**src/rtl/truth_table_sequencer_if.sv**
```systemverilog
// Handshake and test-path bundle for truth_table_sequencer.
// slave = sequencer side, master = stimulus / board side.
interface truth_table_sequencer_if;
    logic       start;
    logic       abort;
    logic       x_in;
    logic       y_in;
    logic       a;
    logic       b;
    logic       c;
    logic       d;
    logic       busy;
    logic       done;
    logic       pass;
    logic [4:0] err_cnt;
    logic [3:0] first_fail_idx;
    logic       first_fail_vld;

    modport slave (
        input  start, abort, x_in, y_in,
        output a, b, c, d, busy, done, pass,
        output err_cnt, first_fail_idx, first_fail_vld
    );

    modport master (
        output start, abort, x_in, y_in,
        input  a, b, c, d, busy, done, pass,
        input  err_cnt, first_fail_idx, first_fail_vld
    );
endinterface

```
**src/rtl/truth_table_sequencer.sv**
```systemverilog
// Truth-table self-test sweep for a 4-in/2-out logic block.
// Optional TTS_STOP_ON_FAIL_EN: end the sweep on the first mismatch.
module truth_table_sequencer #(
    parameter logic [15:0] EXP_X      = 16'hCF00,
    parameter logic [15:0] EXP_Y      = 16'h0F54,
    parameter int          SETTLE_CYC = 2
) (
    input logic                     clk,
    input logic                     rst_n,
    truth_table_sequencer_if.slave  bus
);

    localparam logic [1:0] S_IDLE   = 2'd0;
    localparam logic [1:0] S_SETTLE = 2'd1;
    localparam logic [1:0] S_SAMPLE = 2'd2;
    localparam logic [1:0] S_DONE   = 2'd3;

    localparam logic [3:0] CNT_LAST = 4'(SETTLE_CYC - 1);
    localparam logic [4:0] ERR_MAX  = 5'd16;

    generate
        if (SETTLE_CYC < 1 || SETTLE_CYC > 15) begin : g_bad_settle
            $error("SETTLE_CYC must be within 1..15");
        end
    endgenerate

    logic [1:0] state_q, state_d;
    logic [3:0] idx_q, idx_d;
    logic [3:0] cnt_q, cnt_d;
    logic [3:0] vec_q, vec_d;
    logic       busy_q, busy_d;
    logic       done_q, done_d;
    logic       pass_q, pass_d;
    logic [4:0] err_q, err_d;
    logic [3:0] ffi_q, ffi_d;
    logic       ffv_q, ffv_d;
    logic       mis;
    logic       active_d;

    // One mismatch per vector even when both outputs disagree.
    assign mis = (bus.x_in != EXP_X[idx_q])
               | (bus.y_in != EXP_Y[idx_q]);

    always_comb begin
        state_d = state_q;
        idx_d   = idx_q;
        cnt_d   = cnt_q;
        pass_d  = pass_q;
        err_d   = err_q;
        ffi_d   = ffi_q;
        ffv_d   = ffv_q;
        done_d  = 1'b0;
        unique case (state_q)
            S_IDLE: begin
                if (!bus.abort && bus.start) begin
                    state_d = S_SETTLE;
                    idx_d   = 4'd0;
                    cnt_d   = 4'd0;
                    err_d   = 5'd0;
                    pass_d  = 1'b0;
                    ffi_d   = 4'd0;
                    ffv_d   = 1'b0;
                end
            end
            S_SETTLE: begin
                if (bus.abort) begin
                    state_d = S_IDLE;
                    pass_d  = 1'b0;
                end else begin
                    cnt_d = cnt_q + 4'd1;
                    if (cnt_q == CNT_LAST) begin
                        state_d = S_SAMPLE;
                    end
                end
            end
            S_SAMPLE: begin
                if (bus.abort) begin
                    state_d = S_IDLE;
                    pass_d  = 1'b0;
                end else begin
                    if (mis) begin
                        if (err_q != ERR_MAX) begin
                            err_d = err_q + 5'd1;
                        end
                        if (!ffv_q) begin
                            ffi_d = idx_q;
                            ffv_d = 1'b1;
                        end
                    end
`ifdef TTS_STOP_ON_FAIL_EN
                    if (mis || idx_q == 4'd15) begin
`else
                    if (idx_q == 4'd15) begin
`endif
                        state_d = S_DONE;
                    end else begin
                        state_d = S_SETTLE;
                        idx_d   = idx_q + 4'd1;
                        cnt_d   = 4'd0;
                    end
                end
            end
            S_DONE: begin
                state_d = S_IDLE;
                done_d  = 1'b1;
                pass_d  = (err_q == 5'd0);
            end
            default: begin
                state_d = S_IDLE;
            end
        endcase
    end

    assign active_d = (state_d == S_SETTLE)
                    || (state_d == S_SAMPLE);
    assign busy_d   = active_d;
    assign vec_d    = active_d ? idx_d : 4'd0;

    always_ff @(posedge clk or negedge rst_n) begin
        if (!rst_n) begin
            state_q <= S_IDLE;
            idx_q   <= 4'd0;
            cnt_q   <= 4'd0;
            vec_q   <= 4'd0;
            busy_q  <= 1'b0;
            done_q  <= 1'b0;
            pass_q  <= 1'b0;
            err_q   <= 5'd0;
            ffi_q   <= 4'd0;
            ffv_q   <= 1'b0;
        end else begin
            state_q <= state_d;
            idx_q   <= idx_d;
            cnt_q   <= cnt_d;
            vec_q   <= vec_d;
            busy_q  <= busy_d;
            done_q  <= done_d;
            pass_q  <= pass_d;
            err_q   <= err_d;
            ffi_q   <= ffi_d;
            ffv_q   <= ffv_d;
        end
    end

    assign bus.a              = vec_q[3];
    assign bus.b              = vec_q[2];
    assign bus.c              = vec_q[1];
    assign bus.d              = vec_q[0];
    assign bus.busy           = busy_q;
    assign bus.done           = done_q;
    assign bus.pass           = pass_q;
    assign bus.err_cnt        = err_q;
    assign bus.first_fail_idx = ffi_q;
    assign bus.first_fail_vld = ffv_q;

endmodule
```
**src/flat_wrapper.sv**
```systemverilog
// flat-port wrapper written by rule: the top's interface ports become plain ports
module truth_table_sequencer_flat 
#(
    parameter logic [15:0] EXP_X      = 16'hCF00,
    parameter logic [15:0] EXP_Y      = 16'h0F54,
    parameter int          SETTLE_CYC = 2
)
  (clk, rst_n, bus_start, bus_abort, bus_x_in, bus_y_in, bus_a, bus_b, bus_c, bus_d, bus_busy, bus_done, bus_pass, bus_err_cnt, bus_first_fail_idx, bus_first_fail_vld);
  truth_table_sequencer_if bus_i ();
  input logic clk;
  input logic rst_n;
  input wire logic [$bits(bus_i.start)-1:0] bus_start;
  input wire logic [$bits(bus_i.abort)-1:0] bus_abort;
  input wire logic [$bits(bus_i.x_in)-1:0] bus_x_in;
  input wire logic [$bits(bus_i.y_in)-1:0] bus_y_in;
  output wire logic [$bits(bus_i.a)-1:0] bus_a;
  output wire logic [$bits(bus_i.b)-1:0] bus_b;
  output wire logic [$bits(bus_i.c)-1:0] bus_c;
  output wire logic [$bits(bus_i.d)-1:0] bus_d;
  output wire logic [$bits(bus_i.busy)-1:0] bus_busy;
  output wire logic [$bits(bus_i.done)-1:0] bus_done;
  output wire logic [$bits(bus_i.pass)-1:0] bus_pass;
  output wire logic [$bits(bus_i.err_cnt)-1:0] bus_err_cnt;
  output wire logic [$bits(bus_i.first_fail_idx)-1:0] bus_first_fail_idx;
  output wire logic [$bits(bus_i.first_fail_vld)-1:0] bus_first_fail_vld;
  assign bus_i.start = bus_start;
  assign bus_i.abort = bus_abort;
  assign bus_i.x_in = bus_x_in;
  assign bus_i.y_in = bus_y_in;
  assign bus_a = bus_i.a;
  assign bus_b = bus_i.b;
  assign bus_c = bus_i.c;
  assign bus_d = bus_i.d;
  assign bus_busy = bus_i.busy;
  assign bus_done = bus_i.done;
  assign bus_pass = bus_i.pass;
  assign bus_err_cnt = bus_i.err_cnt;
  assign bus_first_fail_idx = bus_i.first_fail_idx;
  assign bus_first_fail_vld = bus_i.first_fail_vld;
  truth_table_sequencer #(.EXP_X(EXP_X), .EXP_Y(EXP_Y), .SETTLE_CYC(SETTLE_CYC)) u_core (.clk(clk), .rst_n(rst_n), .bus(bus_i));
endmodule
```
**config.mk**
```make
export PLATFORM = sky130hd
export DESIGN_NAME = truth_table_sequencer_flat
export DESIGN_NICKNAME = d
export VERILOG_FILES = /design/src/rtl/truth_table_sequencer_if.sv /design/src/rtl/truth_table_sequencer.sv /design/src/flat_wrapper.sv
export SDC_FILE = /design/constraint.sdc
export NUM_CORES = 1
export LEC_CHECK = 0
export CAP_MARGIN = 10
export CORE_MARGIN = 3
export CORE_UTILIZATION = 54
export DETAILED_ROUTE_END_ITERATION = 6
export PLACE_DENSITY = 0.85
export SYNTH_ARGS = -nofsm -noshare
export SYNTH_HDL_FRONTEND = slang
export SYNTH_SLANG_ARGS = --single-unit
```
**constraint.sdc**
```tcl
create_clock -name clk -period 2.6 [get_ports clk]
set_input_delay 0.78 -clock clk [delete_from_list [all_inputs] [get_ports clk]]
set_output_delay 0.78 -clock clk [all_outputs]
set_load 0.01 [all_outputs]
```
==> results of run 1 <==
-- Yosys cell counts (all sizes together) (2+ instances only) --
master  count
o221ai      4
nor2b       4
o21ai       8
nor2        6
or4         3
nand2b      3
a22o        2
mux2i       2
nor3        3
a211o       2
nor3b       2
buf         6
ha         10
nand3b      4
nand4       3
a21oi       8
inv        13
nand2      28
dfrtp      27
nand3      10
o311ai      2
-- registers in the layout, summed over array words and instances, names as in the netlist --
register / cells
u_core.bus.first_fail_vld: 1
u_core.vec_q: 4
u_core.cnt_q: 4
u_core.bus.busy: 1
u_core.bus.done: 1
u_core.bus.pass: 1
u_core.bus.err_cnt: 5
u_core.idx_q: 4
u_core.state_q: 2
u_core.bus.first_fail_idx: 4
-- worst paths after layout --
path                                   startpoint                      endpoint  cells after the start
worst max register to register  u_core.state_q[0]         u_core.bus.err_cnt[0]                      7
min in group asynchronous                   rst_n               u_core.bus.done                      2
worst max-delay path            u_core.state_q[0]         u_core.bus.err_cnt[0]                      7
max in group asynchronous                   rst_n  u_core.bus.first_fail_idx[0]                      2
worst min-delay path              u_core.cnt_q[3]               u_core.cnt_q[3]                      1
worst min register to register    u_core.cnt_q[3]               u_core.cnt_q[3]                      1
-- final cells by class --
cell class,count,share of cell area [%]
clock inverters,1,0.3841
repair buffers,30,14.34
clock buffers,3,1.152
multi-input cells,126,45.07
flip-flops and latches,27,34.57
inverters,13,2.497
well taps,31,1.985
-- layer usage --
metal	GRT usage, %	up-vias	share of wire, %	wire length (um)
li1	-	675	-	-
met1	28.38	683	42	1521
met2	37.61	49	51	1866
met3	3.354	10	5.0	185
met4	10.84	0	2.5	91
met5	0	-	0	0
-- critical path, cell delays in order (launching register included) --
cell and delay, ps:
dfrtp_1 460, inv_1 110, ha_1 410, nand3b_4 170
a221oi_4 350, a32oi_4 120, or4_1 510, o311ai_1 100
-- power groups by stage --
stage | Combinational, mW | Clock, mW | Sequential [mW]
CTS | 0.562 | 0.189 | 0.547
global placement | 0.532 | 0 | 0.550
finish | 0.561 | 0.185 | 0.548
global route | 0.625 | 0.202 | 0.558
floorplan | 0.369 | 0 | 0.558
detailed placement | 0.558 | 0 | 0.556
-- logic make-up (layout without fill, tap and decap cells) --
logic type | after synthesis | after routing | share of synthesized area, %
AOI/OAI and AO/OA | 39 | 39 | 19.40
xor gates and xnor gates | 1 | 1 | 0.5304
adders and majority gates | 10 | 10 | 7.576
buffers and inverters | 20 | 47 | 5.758
DFF | 27 | 27 | 40.91
muxes | 2 | 2 | 1.212
and+or+nand+nor | 74 | 74 | 24.62
==> impl_metrics.csv, run 1 <==
group,metric,value,unit
drt,routed-via-count,1417,
critical_path,setup.reg_to_reg.worst_slack,270,ps
placement,port-buffer-count,22,
sta,setup_slack,266.6,ps
pwr,netSwitchingPower,0.5005,mW
synth,synth_area_leaders,"dfrtp_1 (41%), ha_1 (7.6%), nand2_1 (6.4%)",
critical_path,cp_max_fo,10,
layout,final_cell_count_no_fill,231,
layout,final_common_cell,"nand2_1",
floorplan,start_util,58.38,%
sta,setup-tns-final,0,ps
grt,global_route.overflow_total,0,
clock_network,clock_insertion_delay_worst_skew,320,ps
sta,min_period,2333,ps
layout,stdcell_area,0.001954,mm^2
critical_path,path_class,"register to register",
grt,all_layer_global_routing_usage,22.48,%
clock_network,worst_setup_hold_path_clk_slew,150,ps
status,status,"finished, final reports clean",
sta,max_freq,0.4286,GHz
critical_path,arrival,2560,ps
floorplan,floorplan.die.height,61.31,um
floorplan,design.die.area,0.003758,mm^2
sta,setup_viol,0,
pwr,total_power_consumption,1.293,mW
synth,synth_enable_flop_cells,0,
clock_network,ctsHtreeMaxLevel,1,
drt,first_pass_iters,4,
job,max-cap-violations,0,
synth,ys_seq_area_share,40.91,%
synth,yosys_most_used_dff,"dfrtp_1",
clock_network,clk_root_buffer_cell,"clkbuf_4",
grt,antenna_found_initial,0,
layout,numnets_final,217,
grt,vias_in_the_first_global_route,1463,
layout,final_cell_mix,"nand2_1 (28), dfrtp_1 (27), clkdlybuf4s50_1 (22)",
drt,route.detailed.drc,0,
clock_network,cts_hold_repair.buffers,0,
drt,detail_route.vias_per_cell,6.134,
pwr,power.share.sequential,42.4,%
sta,fin_worst_skew,6.314,ps
clock_network,cts.repair_timing.setup_buffer_count,0,
drt,drt-initial-drc-count,55,
synth,netlist_instances,173,
layout,post_route_cells_drive_above_1_share,10.00,%
drt,post_drt_wl_per_cell,15.87,um
synth,synth.ff_latch_count,27,
synth,yosysWarnings,0,
layout,antenna_diode_count,0,
placement,dpl-instance-area,0.001924,mm^2
placement,pre_cts_slack,-40.88,ps
sta,finalHoldViolCount,0,
synth,avgSynthCellArea,9.547,um^2
clock_network,clockBufferDepth,2,
pwr,powerDensity,661.7,mW/mm^2
sta,rsz0062_at_grt,"no",
sta,worst_hold_slack,521.4,ps
layout,multi_input_area,880.8,um^2
synth,syn-cell-area,0.001652,mm^2
critical_path,critical_path.startpoint_type,"register",
clock_network,tritoncts,"built",
critical_path,endpoint_kind,"register",
synth,area_share_of_the_leading_cell_type_in_the_synthesized_netlist,40.91,%
synth,postSynth.asyncResetShare,100.0,%
pwr,internal_power,0.7927,mW
synth,synth_fp_nets,189,
layout,nFillCells,223,
layout,area_growth_syn_to_layout,18.33,%
placement,place_inst,227,
pwr,vdd_ir_drop_max,0.4023,mV
sta,report.final.slew_viol_count,0,
layout,utilization,69.08,%
floorplan,chipWidth,61.31,um
critical_path,critPathRequiredTime,2830,ps
pwr,power.share.combinational,43.3,%
min_path,min_path_type,"register to register",
placement,routability_cong,0.8461,
sta,worstMarginPinSlew,450.5,ps
pwr,p_sw_share,38.70,%
sta,post-route-period-util,89.75,%
sta,max_slew_margin,69.91,%
synth,unique_cell_type_count_in_the_yosys_netlist,48,
clock_network,cts_buffers,3,
drt,total_wire_length,3.665,mm
clock_network,post_cts_resized,0,
layout,layout.area.seq,675.6,um^2
floorplan,ioPinCount,23,
pwr,power_frac_clock,14.3,%
pwr,power.static_leakage,0.8441,nW
synth,synth_top_cell_by_area,"dfrtp_1",
clock_network,tritoncts_num_sinks,27,
floorplan,floorplan.rows,19,
placement,dp.final_hpwl,2.768,mm
drt,detail-route-antenna-nets,0,
floorplan,core-area,0.002829,mm^2
grt,grt_first_pass_wirelength,6.348,mm
grt,maximum_number_of_pins_on_one_net_before_global_route_repair,28,
Note: power is estimated with default switching activity, not from simulation.
==> run 2, diff against run 1 <==
--- a/config.mk
+++ b/config.mk
@@ -9,7 +9,7 @@
 export CORE_MARGIN = 3
 export CORE_UTILIZATION = 54
 export DETAILED_ROUTE_END_ITERATION = 6
-export PLACE_DENSITY = 0.85
+export PLACE_DENSITY = 0.83
 export SYNTH_ARGS = -nofsm -noshare
 export SYNTH_HDL_FRONTEND = slang
 export SYNTH_SLANG_ARGS = --single-unit
==> run 2 against run 1 <==
Via count increased by 0.21%. Highest routed layer unchanged. Flip-flop and latch count stayed put. Clock power is essentially flat. Register-to-register slack got worse by 90 ps. Combinational power about the same. Clock skew shrank 1.8 ps. Global-route usage is 0.059 points higher. Sequential share of layout area is 0.18 points higher.
==> impl_metrics.csv, run 2 (synthesis gave the netlist of run 1 again) <==
group,metric,value,unit
status,status,"finished, final reports clean",
critical_path,endpoint_kind,"register",
floorplan,ioPinCount,23,
critical_path,setup.reg_to_reg.worst_slack,170,ps
floorplan,design.die.area,0.003758,mm^2
floorplan,start_util,58.38,%
critical_path,r2r-start,"u_core.state_q[0]",
floorplan,core-area,0.002829,mm^2
grt,antenna_found_initial,0,
critical_path,r2r-end,"u_core.bus.first_fail_vld",
critical_path,path_cells,"inv_1 > ha_1 > inv_1 > a211o_1 > a32oi_4 > buf_4 > nor2_1 > o22a_1",
sta,max_slew_margin,68.51,%
pwr,power.static_leakage,0.8425,nW
clock_network,clock_insertion_delay_worst_skew,320,ps
placement,dpl-instance-area,0.001917,mm^2
critical_path,path_class,"register to register",
grt,all_layer_global_routing_usage,22.54,%
layout,number_of_flip_flops_in_the_largest_register,5,
sta,worstMarginPinSlew,470.7,ps
layout,antenna_diode_count,0,
critical_path,timing.critical_path.to,"u_core.bus.first_fail_vld",
pwr,vdd_ir_drop_max,0.5126,mV
min_path,min_path_type,"register to register",
sta,setup_viol,0,
layout,utilization,68.73,%
sta,rsz0062_at_grt,"no",
critical_path,r2r_depth,8,
sta,fin_worst_skew,4.536,ps
drt,first_pass_iters,4,
clock_network,clockBufferDepth,2,
sta,worst_hold_slack,499.4,ps
critical_path,crit_path_frequent_cell,"inv_1",
placement,port-buffer-count,22,
layout,nFillCells,222,
layout,stdcell_area,0.001944,mm^2
sta,setup_slack,173.0,ps
placement,pre_cts_slack,-46.96,ps
floorplan,floorplan.rows,19,
layout,final_cell_mix,"nand2_1 (28), dfrtp_1 (27), clkdlybuf4s50_1 (22)",
critical_path,cp.buffers_inverters,3,
drt,route.detailed.drc,0,
sta,min_period,2427,ps
layout,final_common_cell,"nand2_1",
clock_network,cts_hold_repair.buffers,0,
sta,report.final.slew_viol_count,0,
job,max-cap-violations,0,
drt,post_drt_wl_per_cell,16.17,um
drt,total_wire_length,3.720,mm
clock_network,ctsHtreeMaxLevel,1,
grt,global_route.overflow_total,0,
clock_network,worst_setup_hold_path_clk_slew,150,ps
floorplan,chipWidth,61.31,um
drt,routed-via-count,1420,
critical_path,arrival,2660,ps
placement,routability_cong,0.8061,
sta,finalHoldViolCount,0,
clock_network,tritoncts,"built",
drt,detail-route-antenna-nets,0,
min_path,hold_path_depth,1,
clock_network,cts.repair_timing.setup_buffer_count,0,
critical_path,critPathRequiredTime,2830,ps
critical_path,worst_setup_path_startpoint,"u_core.state_q[0]",
clock_network,tritoncts_num_sinks,27,
critical_path,critPathMaxStageDelay,450,ps
sta,post-route-period-util,93.35,%
clock_network,post_cts_resized,0,
clock_network,clk_root_buffer_cell,"clkbuf_4",
critical_path,critical_path.slowest_cell,"dfrtp_1",
layout,final_cell_count_no_fill,230,
sta,setup-tns-final,0,ps
drt,detail_route.vias_per_cell,6.174,
layout,numnets_final,216,
grt,vias_in_the_first_global_route,1457,
critical_path,critical_path.startpoint_type,"register",
critical_path,path_depth,8,
placement,dp.final_hpwl,2.803,mm
grt,maximum_number_of_pins_on_one_net_before_global_route_repair,28,
pwr,total_power_consumption,1.291,mW
critical_path,critPathTopFamily,"compound AO/OA/AOI/OAI gates",
floorplan,floorplan.die.height,61.31,um
placement,place_inst,226,
grt,grt_first_pass_wirelength,6.410,mm
layout,post_route_cells_drive_above_1_share,9.548,%
pwr,powerDensity,663.9,mW/mm^2
layout,area_growth_syn_to_layout,17.73,%
sta,max_freq,0.4120,GHz
drt,drt-initial-drc-count,70,
clock_network,cts_buffers,3,
critical_path,cp_max_fo,11,
-- run 2: changes by cell type in the layout (fill, tap and decap cells not counted) --
cell	delta
clkinv_2	+1
clkinvlp_4	-1
buf_4	-1
-- run 2: worst reg2reg max path: stages, from the launching register on --
cell	delay, ps
dfrtp_1	450
inv_1	100
ha_1	410
inv_1	230
a211o_1	310
a32oi_4	360
buf_4	240
nor2_1	50
o22a_1	180
-- run 2: layout make-up --
type / instances / area [um^2] / share of cell area (%)
Timing Repair Buffer: 29 / 272.8 / 14.03
Clock buffer: 3 / 22.52 / 1.158
Sequential cell: 27 / 675.6 / 34.75
Inverter: 13 / 48.80 / 2.510
Multi-Input combinational cell: 126 / 880.8 / 45.30
Clock inverter: 1 / 5.005 / 0.2574
Tap cell: 31 / 38.79 / 1.995
-- run 2: layer usage --
metal  track usage (%)  vias to the layer above  wire length (um)
met5                 0                        -                 0
met4             8.050                        0                36
met3             2.725                        6               130
met2             38.07                       36              1939
met1             29.81                      702              1614
li1                  -                      676                 -
-- run 2: how the worst min path moves through the flow --
| stage | startpoint | end | slack [ps] |
|---|---|---|---|
| final | u_core.cnt_q[3] | u_core.cnt_q[3] | 500 |
| after global routing | u_core.cnt_q[3] | u_core.cnt_q[3] | 520 |
| after CTS | u_core.cnt_q[3] | u_core.cnt_q[3] | 510 |
| after detailed placement | u_core.cnt_q[3] | u_core.cnt_q[3] | 490 |
| after global placement | u_core.cnt_q[3] | u_core.cnt_q[3] | 460 |
| after floorplan | u_core.cnt_q[3] | u_core.cnt_q[3] | 450 |
-- run 2: report_power, final --
group / internal [mW] / switching, mW
sequential: 0.483 / 0.0645
clock: 0.0576 / 0.125
combinational: 0.250 / 0.311
==> run 3, diff against run 2 <==
--- a/config.mk
+++ b/config.mk
@@ -6,10 +6,12 @@
 export NUM_CORES = 1
 export LEC_CHECK = 0
 export CAP_MARGIN = 10
+export CELL_PAD_IN_SITES_DETAIL_PLACEMENT = 1
+export CELL_PAD_IN_SITES_GLOBAL_PLACEMENT = 1
 export CORE_MARGIN = 3
-export CORE_UTILIZATION = 54
+export CORE_UTILIZATION = 42
 export DETAILED_ROUTE_END_ITERATION = 6
-export PLACE_DENSITY = 0.83
+export PLACE_DENSITY = 0.84
 export SYNTH_ARGS = -nofsm -noshare
 export SYNTH_HDL_FRONTEND = slang
 export SYNTH_SLANG_ARGS = --single-unit
==> run 3 against run 2 <==
Register-to-register slack better by 80 ps. Final area increased by 2.7%. Clock-buffer cell count did not move. Non-clock buffer count grew 1. First-iteration DRC count down 31%. Largest cell class unchanged. Largest power group unchanged. Highest routed layer unchanged.
==> impl_metrics.csv, run 3 (synthesis gave the netlist of run 1 again) <==
group,metric,value,unit
sta,setup-tns-final,0,ps
critical_path,critPathRequiredTime,2770,ps
clock_network,clk_root_buffer_cell,"clkbuf_8",
job,max-cap-violations,0,
critical_path,critical_path.slowest_cell,"clkdlybuf4s50_1",
floorplan,core-area,0.003716,mm^2
clock_network,tritoncts_num_sinks,27,
drt,routed-via-count,1447,
sta,report.final.slew_viol_count,0,
placement,routability_cong,0.7829,
critical_path,path_class,"input port to register",
layout,number_of_flip_flops_in_the_largest_register,5,
clock_network,worst_setup_hold_path_clk_slew,100,ps
drt,total_wire_length,4.229,mm
drt,detail-route-antenna-nets,0,
drt,drt-initial-drc-count,48,
critical_path,endpoint_kind,"register",
critical_path,critPathMaxStageDelay,530,ps
pwr,power.static_leakage,0.8486,nW
sta,fin_worst_skew,4.122,ps
status,status,"finished, final reports clean",
sta,min_period,2361,ps
placement,place_inst,244,
drt,route.detailed.drc,0,
grt,all_layer_global_routing_usage,19.41,%
min_path,min_path_type,"register to register",
drt,detail_route.vias_per_cell,5.835,
layout,area_growth_syn_to_layout,20.91,%
pwr,vdd_ir_drop_max,0.4743,mV
grt,gr-usage-met1,23.07,%
layout,final_cell_mix,"nand2_1 (28), dfrtp_1 (27), clkdlybuf4s50_1 (22)",
drt,first_pass_iters,5,
drt,post_drt_wl_per_cell,17.05,um
sta,finalHoldViolCount,0,
sta,worstMarginPinSlew,499.1,ps
placement,port-buffer-count,22,
critical_path,path_cells,"clkdlybuf4s50_1 > nand3b_4 > a221oi_4 > a32oi_4 > or4_1 > o311ai_1",
floorplan,floorplan.rows,22,
grt,vias_in_the_first_global_route,1455,
grt,maximum_number_of_pins_on_one_net_before_global_route_repair,28,
layout,numnets_final,217,
pwr,powerDensity,682.9,mW/mm^2
clock_network,ctsHtreeMaxLevel,1,
layout,final_cell_count_no_fill,248,
critical_path,cp.buffers_inverters,1,
sta,setup_viol,0,
grt,met3_usage,3.404,%
sta,max_slew_margin,66.60,%
critical_path,critical_path.startpoint_type,"input port",
layout,final_common_cell,"nand2_1",
layout,post_route_cells_drive_above_1_share,10.50,%
sta,rsz0062_at_grt,"no",
clock_network,tritoncts,"built",
floorplan,floorplan.die.height,68.71,um
floorplan,design.die.area,0.004721,mm^2
floorplan,chipWidth,68.71,um
floorplan,ioPinCount,23,
grt,grt_use_met2,35.04,%
grt,grt_first_pass_wirelength,6.837,mm
grt,antenna_found_initial,0,
floorplan,start_util,44.44,%
grt,global_route.peak_usage_layer,"met2",
clock_network,cts.repair_timing.setup_buffer_count,0,
sta,post-route-period-util,90.82,%
critical_path,arrival,2530,ps
placement,dp.final_hpwl,3.122,mm
critical_path,critPathTopFamily,"simple AND/OR/NAND/NOR gates",
grt,global_route.overflow_total,0,
clock_network,cts_buffers,3,
clock_network,clockBufferDepth,2,
layout,antenna_diode_count,0,
clock_network,clock_insertion_delay_worst_skew,280,ps
critical_path,cp_max_fo,10,
sta,max_freq,0.4235,GHz
pwr,total_power_consumption,1.364,mW
-- run 3: worst paths after layout --
check | start | endpoint | slack (ps) | depth (start not counted)
worst max-delay path | bus_start | u_core.bus.err_cnt[0] | 240 | 6
worst min-delay path | u_core.cnt_q[3] | u_core.cnt_q[3] | 520 | 1
worst max register to register | u_core.state_q[1] | u_core.bus.err_cnt[0] | 250 | 7
worst min register to register | u_core.cnt_q[3] | u_core.cnt_q[3] | 520 | 1
max in group asynchronous | rst_n | u_core.state_q[0] | 1450 | 2
min in group asynchronous | rst_n | u_core.bus.err_cnt[1] | 870 | 2
-- run 3: repair_timing --
action                                 4_1_cts  5_1_grt
endpoints found under the hold margin        0        0
hold buffers                                 0        0
setup endpoints to repair                    0        2
resized for setup                            0        1
-- run 3: area by class of cell --
class / count / area [um^2]
Fill cell: 441 / 1719
Tap cell: 48 / 60.06
Clock buffer: 3 / 41.29
Sequential cell: 27 / 675.6
Clock inverter: 1 / 7.507
Inverter: 13 / 48.80
Timing Repair Buffer: 30 / 280.3
Multi-Input combinational cell: 126 / 883.3
-- run 3: metrics by stage --
stage / worst slack, ps / area (um^2) / hold slack, ps / util, %
6_report: 238.7 / 1997 / 517.5 / 53.74
5_1_grt: 133.5 / 1997 / 540.2 / 53.74
4_1_cts: 139.5 / 1994 / 514.5 / 53.67
3_5_place_dp: -58.24 / 1946 / 500.5 / 52.36
3_3_place_gp: 42.07 / 1946 / 465.2 / 52.36
2_1_floorplan: 582.6 / 1652 / 445.2 / -
-- run 3: layer usage --
layer	routed length, um	vias to the layer above
li1	-	674
met5	0	-
met1	1884	725
met4	61	0
met2	2122	38
met3	161	10
-- run 3: report_power, final --
| part | total (mW) | internal, mW | switching [mW] | leakage [nW] |
|---|---|---|---|---|
| registers | 0.551 | 0.483 | 0.0676 | 0.370 |
| logic | 0.562 | 0.245 | 0.317 | 0.457 |
| clock network | 0.251 | 0.109 | 0.142 | 0.0217 |
| total | 1.36 | 0.837 | 0.526 | 0.849 |
